**src/rtl/spu_pkg.sv**
```systemverilog
// Shared SPU definitions: reducer state encoding and summary byte indices.
package spu_pkg;

  typedef enum logic [1:0] {
    IDLE  = 2'd0,
    ACCUM = 2'd1,
    EMIT  = 2'd2
  } spu_state_e;

  localparam int SUMMARY_BYTES = 5;
  localparam int IDX_W         = $clog2(SUMMARY_BYTES);

  typedef logic [IDX_W-1:0] idx_t;

  localparam idx_t IDX_SUM_HI = idx_t'(0);
  localparam idx_t IDX_SUM_LO = idx_t'(1);
  localparam idx_t IDX_MIN    = idx_t'(2);
  localparam idx_t IDX_MAX    = idx_t'(3);
  localparam idx_t IDX_CNT    = idx_t'(SUMMARY_BYTES - 1);

endpackage

```
**src/rtl/spu_result_reducer.sv**
```systemverilog
// Reduces a batch of SPU result bytes into a 5-byte summary: sum (hi, lo), min, max, count.
module spu_result_reducer
  import spu_pkg::*;
#(
  parameter int LEN_W = 4
) (
  input  logic             clk,
  input  logic             rst_n,
  input  logic             in_valid,
  input  logic [7:0]       in_data,
  output logic             in_ready,
  input  logic [LEN_W-1:0] batch_len,
  input  logic             flush,
  output logic             out_valid,
  output logic [7:0]       out_data,
  input  logic             out_ready,
  output logic             busy
);

  localparam int SUM_W = 8 + LEN_W;
  localparam int CNT_W = LEN_W + 1;
  localparam logic [CNT_W-1:0] FULL_LEN = {1'b1, {LEN_W{1'b0}}};

  spu_state_e       state_q, state_d;
  logic [SUM_W-1:0] sum_q, sum_d;
  logic [7:0]       min_q, min_d;
  logic [7:0]       max_q, max_d;
  logic [CNT_W-1:0] cnt_q, cnt_d;
  logic [CNT_W-1:0] len_q, len_d;
  idx_t             idx_q, idx_d;
  logic             outValid_q, outValid_d;
  logic [7:0]       outData_q, outData_d;
  logic             live_q;
  logic             inFire;
  logic             outFire;
  logic [CNT_W-1:0] lenNew;

  function automatic logic [7:0] selByte(input idx_t i, input logic [SUM_W-1:0] s,
                                         input logic [7:0] mn, input logic [7:0] mx,
                                         input logic [CNT_W-1:0] c);
    logic [15:0] sExt;
    logic [7:0]  cExt;
    sExt = 16'(s);
    cExt = 8'(c);
    case (i)
      IDX_SUM_HI: selByte = sExt[15:8];
      IDX_SUM_LO: selByte = sExt[7:0];
      IDX_MIN:    selByte = mn;
      IDX_MAX:    selByte = mx;
      IDX_CNT:    selByte = cExt;
      default:    selByte = 8'h00;
    endcase
  endfunction

  // live_q keeps in_ready low until the first edge after reset releases
  assign in_ready  = live_q && (state_q != EMIT) && !flush;
  assign inFire    = in_valid && in_ready;
  assign outFire   = outValid_q && out_ready;
  assign out_valid = outValid_q;
  assign out_data  = outData_q;
  assign busy      = (state_q != IDLE);
  assign lenNew    = (batch_len == '0) ? FULL_LEN : {1'b0, batch_len};

  always_comb begin
    state_d    = state_q;
    sum_d      = sum_q;
    min_d      = min_q;
    max_d      = max_q;
    cnt_d      = cnt_q;
    len_d      = len_q;
    idx_d      = idx_q;
    outValid_d = outValid_q;
    outData_d  = outData_q;
    case (state_q)
      IDLE: begin
        if (inFire) begin
          len_d = lenNew;
          sum_d = SUM_W'(in_data);
          min_d = in_data;
          max_d = in_data;
          cnt_d = CNT_W'(1);
          if (lenNew == CNT_W'(1)) begin
            state_d    = EMIT;
            idx_d      = IDX_SUM_HI;
            outValid_d = 1'b1;
            outData_d  = selByte(IDX_SUM_HI, sum_d, min_d, max_d, cnt_d);
          end else begin
            state_d = ACCUM;
          end
        end
      end
      ACCUM: begin
        if (inFire) begin
          sum_d = sum_q + SUM_W'(in_data);
          min_d = (in_data < min_q) ? in_data : min_q;
          max_d = (in_data > max_q) ? in_data : max_q;
          cnt_d = cnt_q + CNT_W'(1);
          if (cnt_d == len_q) begin
            state_d    = EMIT;
            idx_d      = IDX_SUM_HI;
            outValid_d = 1'b1;
            outData_d  = selByte(IDX_SUM_HI, sum_d, min_d, max_d, cnt_d);
          end
        end
      end
      EMIT: begin
        if (outFire) begin
          if (idx_q == IDX_CNT) begin
            state_d    = IDLE;
            idx_d      = '0;
            outValid_d = 1'b0;
            outData_d  = '0;
          end else begin
            idx_d     = idx_q + idx_t'(1);
            outData_d = selByte(idx_d, sum_q, min_q, max_q, cnt_q);
          end
        end
      end
      default: state_d = IDLE;
    endcase
    // Flush wins over everything, including an accept or transfer in the same cycle
    if (flush) begin
      state_d    = IDLE;
      sum_d      = '0;
      min_d      = '0;
      max_d      = '0;
      cnt_d      = '0;
      idx_d      = '0;
      outValid_d = 1'b0;
      outData_d  = '0;
    end
  end

  always_ff @(posedge clk or negedge rst_n) begin
    if (!rst_n) begin
      state_q    <= IDLE;
      sum_q      <= '0;
      min_q      <= '0;
      max_q      <= '0;
      cnt_q      <= '0;
      len_q      <= '0;
      idx_q      <= '0;
      outValid_q <= 1'b0;
      outData_q  <= '0;
      live_q     <= 1'b0;
    end else begin
      state_q    <= state_d;
      sum_q      <= sum_d;
      min_q      <= min_d;
      max_q      <= max_d;
      cnt_q      <= cnt_d;
      len_q      <= len_d;
      idx_q      <= idx_d;
      outValid_q <= outValid_d;
      outData_q  <= outData_d;
      live_q     <= 1'b1;
    end
  end

endmodule

```
**config.mk**
```make
export PLATFORM = sky130hd
export DESIGN_NAME = spu_result_reducer
export DESIGN_NICKNAME = d
export VERILOG_FILES = /design/src/rtl/spu_pkg.sv /design/src/rtl/spu_result_reducer.sv
export SDC_FILE = /design/constraint.sdc
export NUM_CORES = 1
export LEC_CHECK = 0
export CAP_MARGIN = 20
export CORE_MARGIN = 2
export CORE_UTILIZATION = 59
export DETAILED_ROUTE_END_ITERATION = 8
export PLACE_DENSITY = 0.91
export SLEW_MARGIN = 40
export SYNTH_ARGS = -nofsm -noshare
export SYNTH_HDL_FRONTEND = slang
export SYNTH_SLANG_ARGS = --single-unit
```
**constraint.sdc**
```tcl
create_clock -name clk -period 2.55 [get_ports clk]
set_input_delay 0.51 -clock clk [delete_from_list [all_inputs] [get_ports clk]]
set_output_delay 0.51 -clock clk [all_outputs]
set_load 0.01 [all_outputs]
```
# Word level (Yosys, flattened, before mapping)
# Index checks and enable logic that the tools add are counted.
# totals
reg_bits	53
input_bits	17
out_inout_bits	11
elab_cells	102
# classes
n_reduce_logical	18
n_eq_ne	18
n_addsub	3
n_mux	51
order_cmp	2
# op_table
operator	count
$mux 8	14
$pmux 8 s5	1
$mux 12	3
$pmux 8 s2	2
$ne 3x3->1 const B	8
$pmux 12 s2	1
$pmux 8 s3	1
$mux 3	7
$mux 5	4
$mux 2	7
$add 12x8->12	1
$pmux 5 s2	1
$pmux 3 s3	1
$gt 8x8->1	1
$lt 8x8->1	1
$reduce_and 4->1	2
$mux 1	7
$reduce_and 7->1	1
$eq 3x2->1 const B	2
$eq 3x3->1 const B	2
$pmux 2 s3	1
$reduce_and 6->1	1
$add 5x1->5 const B	1
$eq 5x1->1 const B	1
18 further kinds	21

# Logic depth before layout (Yosys ltp)
# logic_depth
depth_word	7
depth_mapped	10
depth_no_buf	9

# Least setup slack after synthesis
# No wires, ideal clock.
# synth_timing
path_type	input to register
from	input in_data[0]
to	register outData_q[0], in the netlist out_data[0]
setup_time_ps	126
stages	9
required_time_ps	2424
slack_ps	379
t_arrival_ps	2045
path_buffers	0
cell_sequence	ha_1 inv_1 fa_1 nand2b_1 a21oi_1 a2bb2oi_1 xnor2_1 o22a_1 o21ai_0
# synth_via
elab_chain_len	5
# synth_rtl
element	line_no	text
start: declaration	spu_result_reducer.sv:10	input logic [7:0] in_data,
$add 12x8->12	spu_result_reducer.sv:94	sum_d = sum_q + SUM_W'(in_data);
$mux 8	spu_result_reducer.sv:98	if (cnt_d == len_q) begin
$mux 8	spu_result_reducer.sv:93	if (inFire) begin
$pmux 8 s3	spu_result_reducer.sv:74	case (state_q)
$mux 8	spu_result_reducer.sv:122	if (flush) begin
end signal: assignment	spu_result_reducer.sv:155	outData_q <= outData_d;
end: declaration	spu_result_reducer.sv:32	logic [7:0] outData_q, outData_d;
# No other way between the ends. The select of a mux whose other input is x is not followed.
# A chain may end at the register's enable or synchronous reset.

# Worst setup path in the final report
# layout_timing
from	input in_data[7]
to	register outData_q[3], in the netlist out_data[3]
# Same word-level chain as after synthesis.

==> reports/qor.yml <==
status:
  run_status: "completed"
logic_synthesis:
  netlist_area_sq_um: 3660
  synth-simple-area-share: 0.149
  synth_cell_type_count: 61
  ys_seq_elements: 53
  synthArstFlopShare: 1.00
  synth_compound_area_frac: 0.193
  synthMuxAreaShare: 0.0934
  ys_top_cells_by_area: "dfrtp_1 (36%), ha_1 (11%), mux2_2 (4.9%), mux2i_1 (4.1%), nand2_1 (4.0%)"
  syn_area_per_cell_sq_um: 9.40
  synth_commonest_cells: "dfrtp_1 (53), nand2_1 (39), ha_1 (32), nor2_1 (31)"
  synth_edf_count: 0
  synth_fa_ha_area_frac: 0.115
  ys_seq_area_frac: 0.363
  yosysTopAreaCellShare: 0.363
  yosysTopAreaCell: "dfrtp_1"
  synth_xor_xnor_area_share: 0.0407
  yosys_warnings: 0
  yosysMostFrequentCell: "dfrtp_1"
  synth_top_flop_cell: "dfrtp_1"
  synth_top_family_by_area: "compound AO/OA/AOI/OAI gates"
  netlist_instances: 389
  syn-num-nets: 439
pwr:
  p_per_area_nw_per_um2: 643
  clockPowerShare: 0.168
  switching_share: 0.388
  p_int_uw: 1720
  ir_worst_vdd_uv: 505
  p_sw_uw: 1090
  comb_power_share: 0.447
  p_leak_uw: 0.00202
  finalPower_uw: 2810
  p_seq_frac: 0.385
setup_path:
  reg2reg_depth: 7
  critPathArrivalTime_ns: 2.68
  worst_setup_path_start_kind: "input pin"
  worstPathRequired_ns: 2.75
  worstSetupPathType: "input pin to register"
  end_kind: "register"
  worst-path-max-fanout: 5
cts:
  h-tree-depth: 2
  path_clk_slew_ns: 0.09
  root_buffer: "clkbuf_8"
  numClockSinks: 53
  cts_tree: "done"
  cts_buffer_depth: 2
  clk_latency_ns: 0.31
  holdBufCountCts: 0
  cts_buffers: 5
cells_and_area:
  drive_above_1_share: 0.171
  diodes: 0
  final_util: 0.734
  design_area_sq_um: 4370
  final_nets: 499
  area_growth_pct: 19.5
timing:
  period_needed_ns: 2.48
  fmax_mhz: 404
  setup_viol: 0
  slew_violations: 0
  tightest_slew_ns: 0.580
  hold_viol: 0
  fin_ws_ns: 0.0733
  slew_headroom: 0.613
  finalCritPeriodShare: 0.971
  finalClockSkew_ns: 0.00270
floorplanning:
  die_w_microns: 82.7
  initial_utilization: 0.614
  coreArea_sq_um: 5960
  die_y_microns: 82.7
  rows: 28
  dieArea_sq_um: 6850
  io_pins: 28
grt:
  gr-total-overflow: 0
  grt_pass1_wl_microns: 15000
  grt_max_degree: 31
  grt_pass1_vias: 3155
  grt_use_total: 0.289
  antenna_found_initial: 0
place:
  dp_hpwl_microns: 6910
  port_buffers: 27
  pre_cts_slack_ns: -0.363
  placed_cell_area_sq_um: 4250
  place_congestion: 0.918
route:
  vias_per_cell: 6.10
  totalWireLength_microns: 9070
  via_count: 3203
  drc: 0
  drtPass1Iterations: 7
  drt_iter0_drc: 348
  ant_nets: 0
  avgRoutedWirePerCell_microns: 17.3
job:
  drv_cap: 0
worst_hold_path:
  hold_class: "input pin to asynchronous set/reset pin"
## power by group through the flow
stage,clock network [uW],logic [uW],registers (uW)
after floorplan,0,844,1070
after global placement,0,1170,1090
after detailed placement,0,1220,1100
after CTS,476,1230,1080
after global routing,514,1380,1100
final,473,1260,1080
## metal layers
metal	global-route usage	part of all wire
met1	0.387	0.44
met2	0.480	0.48
met3	0.0522	0.065
met4	0.0836	0.023
met5	0	0
## area by class of cell
type | instances | area, sq um
repair buffers | 65 | 576
well taps | 75 | 93.8
flip-flops and latches | 53 | 1330
fillers | 433 | 1590
clock buffers | 8 | 80.1
inverters | 26 | 97.6
multi-input cells | 298 | 2200
## stage by stage
| stage | TNS [ns] | hold WS [ns] | instances |
|---|---|---|---|
| floorplan | 0 | 0.214 | 389 |
| global placement | -2.27 | 0.461 | 516 |
| detailed placement | -3.12 | 0.470 | 516 |
| CTS | 0 | 0.208 | 524 |
| global route | -0.0699 | 0.237 | 525 |
| finish | 0 | 0.186 | 525 |
## state kept, by name, summed over array words and instances (netlist names)
signal     flops
state_q        2
cnt_q          5
out_valid      1
min_q          8
live_q         1
sum_q         12
max_q          8
len_q          5
idx_q          3
out_data       8
## logic make-up after synthesis
group | count (synthesis)
compound gates | 103
xor+xnor | 17
fa+ha+maj | 33
buf+inv | 38
flops | 53
mux | 32
other cells | 1
simple gates | 112
## path summary, 6_finish.rpt
kind | from | end | slack (ns)
setup / recovery | in_data[7] | out_data[3] | 0.07
hold / removal | rst_n | max_q[0] | 0.19
setup reg to reg | cnt_q[0] | out_data[7] | 0.14
hold reg to reg | out_data[5] | out_data[5] | 0.49
max in group asynchronous | rst_n | sum_q[10] | 1.80
min in group clk | out_data[5] | out_data[5] | 0.49
## cells in the final DEF, fill, tap and decap left out, types with 4 or more instances in the layout
| cell type | count |
|---|---|
| clkdlybuf4s50_1 | 26 |
| xnor2_1 | 8 |
| nor2b_1 | 6 |
| ha_1 | 32 |
| dfrtp_1 | 53 |
| nor3_1 | 5 |
| a222oi_1 | 8 |
| mux2i_1 | 15 |
| nor2_1 | 31 |
| a21o_1 | 6 |
| clkbuf_8 | 5 |
| a211oi_1 | 5 |
| inv_1 | 25 |
| buf_4 | 36 |
| mux2_2 | 16 |
| nand3_1 | 7 |
| a21oi_1 | 24 |
| o22a_1 | 4 |
| nand2_1 | 39 |
| o21ai_0 | 23 |
| o31ai_1 | 6 |
| xor2_1 | 9 |
## worst max-delay path: stages
cell,delay [ns]
clkdlybuf4s50_1,0.50
ha_1,0.40
o21ai_0,0.26
nor2_1,0.11
o311a_1,0.39
xnor2_1,0.16
o22ai_1,0.09
mux2_2,0.26
## repair_timing
item / in CTS / in global routing
gates resized for setup: 1 / 5
pin swaps: 0 / 2
setup buffers: 0 / 1
endpoints found under the setup margin: 2 / 5
Note: power is estimated with default switching activity, not from simulation.
